==> config.mk <==
export PLATFORM = sky130hd
export DESIGN_NAME = frame_reader_flat
export DESIGN_NICKNAME = d
export VERILOG_FILES = /design/src/rtl/frame_pkg.sv /design/src/rtl/frame_if.sv /design/src/rtl/frame_index_gen.sv /design/src/rtl/frame_reader.sv /design/src/flat_wrapper.sv
export SDC_FILE = /design/constraint.sdc
export NUM_CORES = 1
export LEC_CHECK = 0
export ABC_AREA = 0
export BUFFER_PORTS_ARGS = -buffer_cell sky130_fd_sc_hd__clkbuf_2
export CORE_AREA = 2 2 214 216
export CTS_CLUSTER_DIAMETER = 30
export DETAILED_ROUTE_END_ITERATION = 8
export DIE_AREA = 0 0 216 218
export PLACE_DENSITY = 0.8
export SLEW_MARGIN = 40
export SYNTH_ARGS = -nofsm -noshare
export SYNTH_HDL_FRONTEND = slang
export SYNTH_HIERARCHICAL = 1
export SYNTH_SLANG_ARGS = --single-unit
==> constraint.sdc <==
create_clock -name clk -period 2 [get_ports clk]
set_input_delay 0.2 -clock clk [delete_from_list [all_inputs] [get_ports clk]]
set_output_delay 0.2 -clock clk [all_outputs]
set_load 0.03 [all_outputs]
==> src/rtl/frame_pkg.sv <==
// Shared types, constants and index mapping for the frame read-out path.
// Half modes walk two columns of the 4x4 grid; full mode walks all 16 words in order.
package frame_pkg;

    localparam int WORD_W    = 32;
    localparam int NUM_WORDS = 16;

    localparam logic [1:0] MODE_SMALL = 2'b00;
    localparam logic [1:0] MODE_BIG   = 2'b01;
    localparam logic [1:0] MODE_FULL  = 2'b10;

    typedef enum logic [1:0] {
        IDLE = 2'd0,
        SEND = 2'd1,
        DONE = 2'd2
    } state_t;

    typedef logic [WORD_W-1:0] word_t;

    // mode[1] set means full frame (10 and 11); otherwise mode[0] picks the column pair.
    function automatic logic [3:0] next_index(input logic [1:0] mode, input logic [3:0] cnt);
        if (mode[1]) begin
            return cnt;
        end
        return {cnt[2:1], mode[0], cnt[0]};
    endfunction

endpackage

==> src/rtl/frame_if.sv <==
// Word stream from the frame reader to a single-word consumer.
// valid/ready handshake; payload is data, grid index and last marker.
interface frame_if;
    import frame_pkg::*;

    logic       out_valid;
    logic       out_ready;
    word_t      out_data;
    logic [3:0] out_index;
    logic       out_last;

    modport master (
        output out_valid,
        output out_data,
        output out_index,
        output out_last,
        input  out_ready
    );

    modport slave (
        input  out_valid,
        input  out_data,
        input  out_index,
        input  out_last,
        output out_ready
    );

endinterface

==> src/rtl/frame_index_gen.sv <==
// Purpose: map read-out mode and word counter to grid index and last flag.
// Latency: purely combinational.
// Backpressure: none; the caller holds cnt stable while the consumer stalls.
module frame_index_gen
    import frame_pkg::*;
(
    input  logic [1:0] mode,
    input  logic [3:0] cnt,
    output logic [3:0] index,
    output logic       last
);

    always_comb begin
        index = next_index(mode, cnt);
        last  = mode[1] ? (cnt == 4'd15) : (cnt[2:0] == 3'd7);
    end

endmodule

==> src/rtl/frame_reader.sv <==
// Purpose: snapshot the 16-word frame on start and stream the selected words out.
// Latency: first word valid the cycle after start is sampled; one word per cycle with ready high.
// Backpressure: payload holds while out_valid && !out_ready; abort drops the stream at the next edge.
module frame_reader
    import frame_pkg::*;
(
    input  logic       clk,
    input  logic       rst_n,
    input  word_t      frame_0_in,
    input  word_t      frame_1_in,
    input  word_t      frame_2_in,
    input  word_t      frame_3_in,
    input  word_t      frame_4_in,
    input  word_t      frame_5_in,
    input  word_t      frame_6_in,
    input  word_t      frame_7_in,
    input  word_t      frame_8_in,
    input  word_t      frame_9_in,
    input  word_t      frame_10_in,
    input  word_t      frame_11_in,
    input  word_t      frame_12_in,
    input  word_t      frame_13_in,
    input  word_t      frame_14_in,
    input  word_t      frame_15_in,
    input  logic       start,
    input  logic [1:0] mode,
    input  logic       abort,
    frame_if.master    stream,
    output logic       busy,
    output logic       done
);

    state_t     state_q, state_d;
    logic [3:0] cnt_q;
    logic [1:0] mode_q;
    word_t      snap_q [NUM_WORDS];
    word_t      frame_in [NUM_WORDS];
    logic [3:0] idx;
    logic       last;
    logic       in_send;
    logic       xfer;

    assign frame_in[0]  = frame_0_in;
    assign frame_in[1]  = frame_1_in;
    assign frame_in[2]  = frame_2_in;
    assign frame_in[3]  = frame_3_in;
    assign frame_in[4]  = frame_4_in;
    assign frame_in[5]  = frame_5_in;
    assign frame_in[6]  = frame_6_in;
    assign frame_in[7]  = frame_7_in;
    assign frame_in[8]  = frame_8_in;
    assign frame_in[9]  = frame_9_in;
    assign frame_in[10] = frame_10_in;
    assign frame_in[11] = frame_11_in;
    assign frame_in[12] = frame_12_in;
    assign frame_in[13] = frame_13_in;
    assign frame_in[14] = frame_14_in;
    assign frame_in[15] = frame_15_in;

    frame_index_gen u_index_gen (
        .mode  (mode_q),
        .cnt   (cnt_q),
        .index (idx),
        .last  (last)
    );

    assign in_send = (state_q == SEND);
    assign xfer    = in_send && stream.out_ready;

    // Payload is forced to zero outside SEND so idle and reset outputs read as zero.
    assign stream.out_data  = in_send ? snap_q[idx] : '0;
    assign stream.out_index = in_send ? idx : 4'd0;
    assign stream.out_last  = in_send && last;

    always_comb begin
        state_d          = state_q;
        stream.out_valid = 1'b0;
        busy             = 1'b0;
        done             = 1'b0;
        unique case (state_q)
            IDLE: begin
                if (start) begin
                    state_d = SEND;
                end
            end
            SEND: begin
                stream.out_valid = 1'b1;
                busy             = 1'b1;
                // abort wins over a same-cycle transfer, so the final word is never counted
                if (abort) begin
                    state_d = IDLE;
                end else if (xfer && last) begin
                    state_d = DONE;
                end
            end
            DONE: begin
                done    = !abort;
                state_d = IDLE;
            end
            default: begin
                state_d = IDLE;
            end
        endcase
    end

    always_ff @(posedge clk or negedge rst_n) begin
        if (!rst_n) begin
            state_q <= IDLE;
            cnt_q   <= 4'd0;
            mode_q  <= MODE_SMALL;
            for (int i = 0; i < NUM_WORDS; i++) begin
                snap_q[i] <= '0;
            end
        end else begin
            state_q <= state_d;
            if (state_q == IDLE && start) begin
                cnt_q  <= 4'd0;
                mode_q <= mode;
                for (int i = 0; i < NUM_WORDS; i++) begin
                    snap_q[i] <= frame_in[i];
                end
            end else if (xfer && !abort) begin
                cnt_q <= cnt_q + 4'd1;
            end
        end
    end

endmodule
==> src/flat_wrapper.sv <==
// flat-port wrapper written by rule: the top's interface ports become plain ports
module frame_reader_flat import frame_pkg::*;
  (clk, rst_n, frame_0_in, frame_1_in, frame_2_in, frame_3_in, frame_4_in, frame_5_in, frame_6_in, frame_7_in, frame_8_in, frame_9_in, frame_10_in, frame_11_in, frame_12_in, frame_13_in, frame_14_in, frame_15_in, start, mode, abort, busy, done, stream_out_valid, stream_out_data, stream_out_index, stream_out_last, stream_out_ready);
  frame_if stream_i ();
  input  logic clk;
  input  logic rst_n;
  input  word_t frame_0_in;
  input  word_t frame_1_in;
  input  word_t frame_2_in;
  input  word_t frame_3_in;
  input  word_t frame_4_in;
  input  word_t frame_5_in;
  input  word_t frame_6_in;
  input  word_t frame_7_in;
  input  word_t frame_8_in;
  input  word_t frame_9_in;
  input  word_t frame_10_in;
  input  word_t frame_11_in;
  input  word_t frame_12_in;
  input  word_t frame_13_in;
  input  word_t frame_14_in;
  input  word_t frame_15_in;
  input  logic start;
  input  logic [1:0] mode;
  input  logic abort;
  output logic busy;
  output logic done;
  output wire logic [$bits(stream_i.out_valid)-1:0] stream_out_valid;
  output wire logic [$bits(stream_i.out_data)-1:0] stream_out_data;
  output wire logic [$bits(stream_i.out_index)-1:0] stream_out_index;
  output wire logic [$bits(stream_i.out_last)-1:0] stream_out_last;
  input wire logic [$bits(stream_i.out_ready)-1:0] stream_out_ready;
  assign stream_out_valid = stream_i.out_valid;
  assign stream_out_data = stream_i.out_data;
  assign stream_out_index = stream_i.out_index;
  assign stream_out_last = stream_i.out_last;
  assign stream_i.out_ready = stream_out_ready;
  frame_reader u_core (.clk(clk), .rst_n(rst_n), .frame_0_in(frame_0_in), .frame_1_in(frame_1_in), .frame_2_in(frame_2_in), .frame_3_in(frame_3_in), .frame_4_in(frame_4_in), .frame_5_in(frame_5_in), .frame_6_in(frame_6_in), .frame_7_in(frame_7_in), .frame_8_in(frame_8_in), .frame_9_in(frame_9_in), .frame_10_in(frame_10_in), .frame_11_in(frame_11_in), .frame_12_in(frame_12_in), .frame_13_in(frame_13_in), .frame_14_in(frame_14_in), .frame_15_in(frame_15_in), .start(start), .mode(mode), .abort(abort), .stream(stream_i), .busy(busy), .done(done));
endmodule
==> impl_metrics.env <==
export IMPL_irDropWorstVdd_mv=0.9623
export IMPL_maxCapViolCount=0
export IMPL_synth_area_um2=24010
export IMPL_ys_seq_area_frac=0.5420
export IMPL_io_pins=559
export IMPL_fp_dieW_um=216
export IMPL_place_inst=2811
export IMPL_ant_nets=0
export IMPL_setup_slack_ns=-1.715
export IMPL_dieArea_um2=47090
export IMPL_grt_overflow=0
export IMPL_die_height_um=218
export IMPL_gp_congestion=0.9014
export IMPL_ys_seq_elements=520
export IMPL_clock_skew_ns=0.02724
export IMPL_final_max_slew_viol_count=0
export IMPL_first_global_vias=25360
export IMPL_worstMarginPinSlew_ns=1.132
export IMPL_arrival_ns=3.51
export IMPL_cts_buffers=109
export IMPL_critPathBufInv=3
export IMPL_period_share=1.857
export IMPL_synth_cell_types=30
export IMPL_drive_gt1_frac=0.5203
export IMPL_hold_viol=0
export IMPL_area_growth_pct=63.50
export IMPL_drt_iter0_drc=3010
export IMPL_routed_via_density=6.618
export IMPL_grt_max_degree=73
export IMPL_yosysTopAreaCellShare=0.5420
export IMPL_setup_viol=199
export IMPL_worstPathRequired_ns=1.80
export IMPL_finalCriticalPeriod_ns=3.715
export IMPL_slowest_stage="mux2i_1"
export IMPL_initial_core_util=0.5348
export IMPL_fmax_ghz=0.2692
export IMPL_dr_pass1_iters=9
export IMPL_path_delay_family="multiplexers"
export IMPL_nNetsFinal=3427
export IMPL_hp_class="input pin to flip-flop"
export IMPL_cp_max_fo=29
export IMPL_cellLeakagePower_nw=17.26
export IMPL_root_buffer="clkbuf_16"
export IMPL_power_mw=49.70
export IMPL_grt_total_usage=0.4579
export IMPL_synth_area_leaders="dfrtp_1, mux2_2, mux2i_1"
export IMPL_fin_cells=3616
export IMPL_grt_pass1_wl_um=159500
export IMPL_wl_per_cell_um=34.42
export IMPL_layout_common_cells="clkbuf_2, dfrtp_1, dlygate4sd3_1"
export IMPL_violations="setup timing"
export IMPL_dp_hpwl_um=49340
export IMPL_rsz0062_at_grt="true"
export IMPL_cts_path_max_buffers=3
export IMPL_htreeDepth=3
export IMPL_grt_antenna_before_repair=31
export IMPL_place_ws_ns=-0.4534
export IMPL_cts_tree="done"
export IMPL_drc_errors=0
export IMPL_final_common_cell="clkbuf_2"
export IMPL_powerDensity_nw_per_um2=1266
export IMPL_max_stage_delay_ns=0.94
export IMPL_status="finished, violations left"
export IMPL_worst_skew_pair_late_latency_ns=0.67
export IMPL_wl_um=124500
export IMPL_yosys_warnings=6
export IMPL_postSynthAreaPerCell_um2=14.37
export IMPL_syn_nets=2191
export IMPL_vias=23930
export IMPL_endpoint_kind="output pin"
export IMPL_maxSlewHeadroom=0.2239
export IMPL_clk_pin_slew_ns=0.05
export IMPL_core_area_um2=44890
export IMPL_synth_largest_area_cell="dfrtp_1"
export IMPL_cp_cell_sequence="buf_12, buf_4, mux2i_1, a22oi_2, nand3_2, nand2_1, clkbuf_8"
export IMPL_synthCells=1671
export IMPL_rows=78
export IMPL_clkSinkCount=520
export IMPL_portBuffers=558
export IMPL_critical_path_startpoint_type="flip-flop"
export IMPL_worstSetupPathType="flip-flop to output pin"
## power by group
part / internal (mW) / leakage (nW) / total [mW] / switching (mW)
clock network: 13.6 / 1.96 / 20.6 / 7.02
logic: 6.71 / 9.23 / 14.0 / 7.26
registers: 12.9 / 6.08 / 15.1 / 2.16
total: 33.3 / 17.3 / 49.7 / 16.4
## cells by family after synthesis
kind of cell               count (synthesis)  synth area share
xor gates and xnor gates                   3          0.001095
AOI/OAI and AO/OA                        132           0.04096
buffers and inverters                    124           0.04190
adders and majority gates                  1         0.0005211
DFF                                      520            0.5420
muxes                                    774            0.3496
and+or+nand+nor                          117           0.02387
## path summary, 6_finish.rpt
check / cells after the start / end / from / slack [ns]
worst max-delay path: 7 / stream_out_data[13] / u_core/cnt_q[0] / -1.71
max in group asynchronous: 4 / u_core/snap_q[72] / rst_n / 1.17
worst min register to register: 1 / u_core/snap_q[183] / u_core/snap_q[183] / 0.50
worst max register to register: 8 / u_core/snap_q[365] / u_core/state_q[1] / -0.14
min in group asynchronous: 3 / u_core/snap_q[62] / rst_n / 0.21
worst min-delay path: 3 / u_core/state_q[0] / abort / 0.11
## per-layer routing
| metal | global-route usage | up-vias | share of wire |
|---|---|---|---|
| li1 | - | 8675 | - |
| met4 | 0.4370 | 34 | 0.13 |
| met2 | 0.7419 | 2646 | 0.45 |
| met1 | 0.4555 | 11310 | 0.30 |
| met3 | 0.1660 | 1264 | 0.13 |
| met5 | 0 | - | 0.0017 |
## synthesized netlist by cell type, drive strengths merged
cell,number
xnor2,1
clkbuf,16
mux2i,257
nand2,34
nand3,63
a22oi,128
mux2,517
inv,3
xor2,2
buf,105
nand4,1
a211oi,1
nor2b,2
or2,1
o21ai,2
a21oi,1
and2,6
nor3b,2
and4bb,1
nor2,6
ha,1
dfrtp,520
nand2b,1
## through the flow
step / hold slack [ns] / util / cell area, µm² / setup TNS (ns)
6_report: 0.1130 / 0.8744 / 39250 / -38.54
2_1_floorplan: -0.09559 / - / 24010 / 0
5_1_grt: 0.09992 / 0.8741 / 39240 / -42.58
3_3_place_gp: 0.06287 / 0.6218 / 27910 / -10.38
3_5_place_dp: 0.06275 / 0.6218 / 27910 / -12.59
4_1_cts: 0.009105 / 0.8503 / 38170 / -26.44
## sequential cells by signal, summed over array words and instances, names as in the netlist
register        flops
u_core/snap_q     512
u_core/cnt_q        4
u_core/mode_q       2
u_core/state_q      2
## cell type report
class                           count  area (µm²)
Antenna cell                       18       45.04
Clock buffer                      133        2989
Clock inverter                     69        1070
Fill cell                        1620        5640
Inverter                            3       26.28
Multi-Input combinational cell   1028       10560
Sequential cell                   520       13020
Tap cell                          600       750.7
Timing Repair Buffer             1245       10790
## worst min-delay path: cells and delay by family
family	cells	cell delay, ns
buffers and inverters	1	0.16
AOI/OAI and AO/OA	1	0.08
and+or+nand+nor	1	0.27
## repair_timing
action,CTS,global route
setup endpoints to repair,37,171
pin swaps,27,43
buffers inserted,21,29
hold buffers,516,0
cloned,8,16
gates resized for setup,147,116
hold endpoints to repair,834,0
Power figures use the tool's default switching activity.
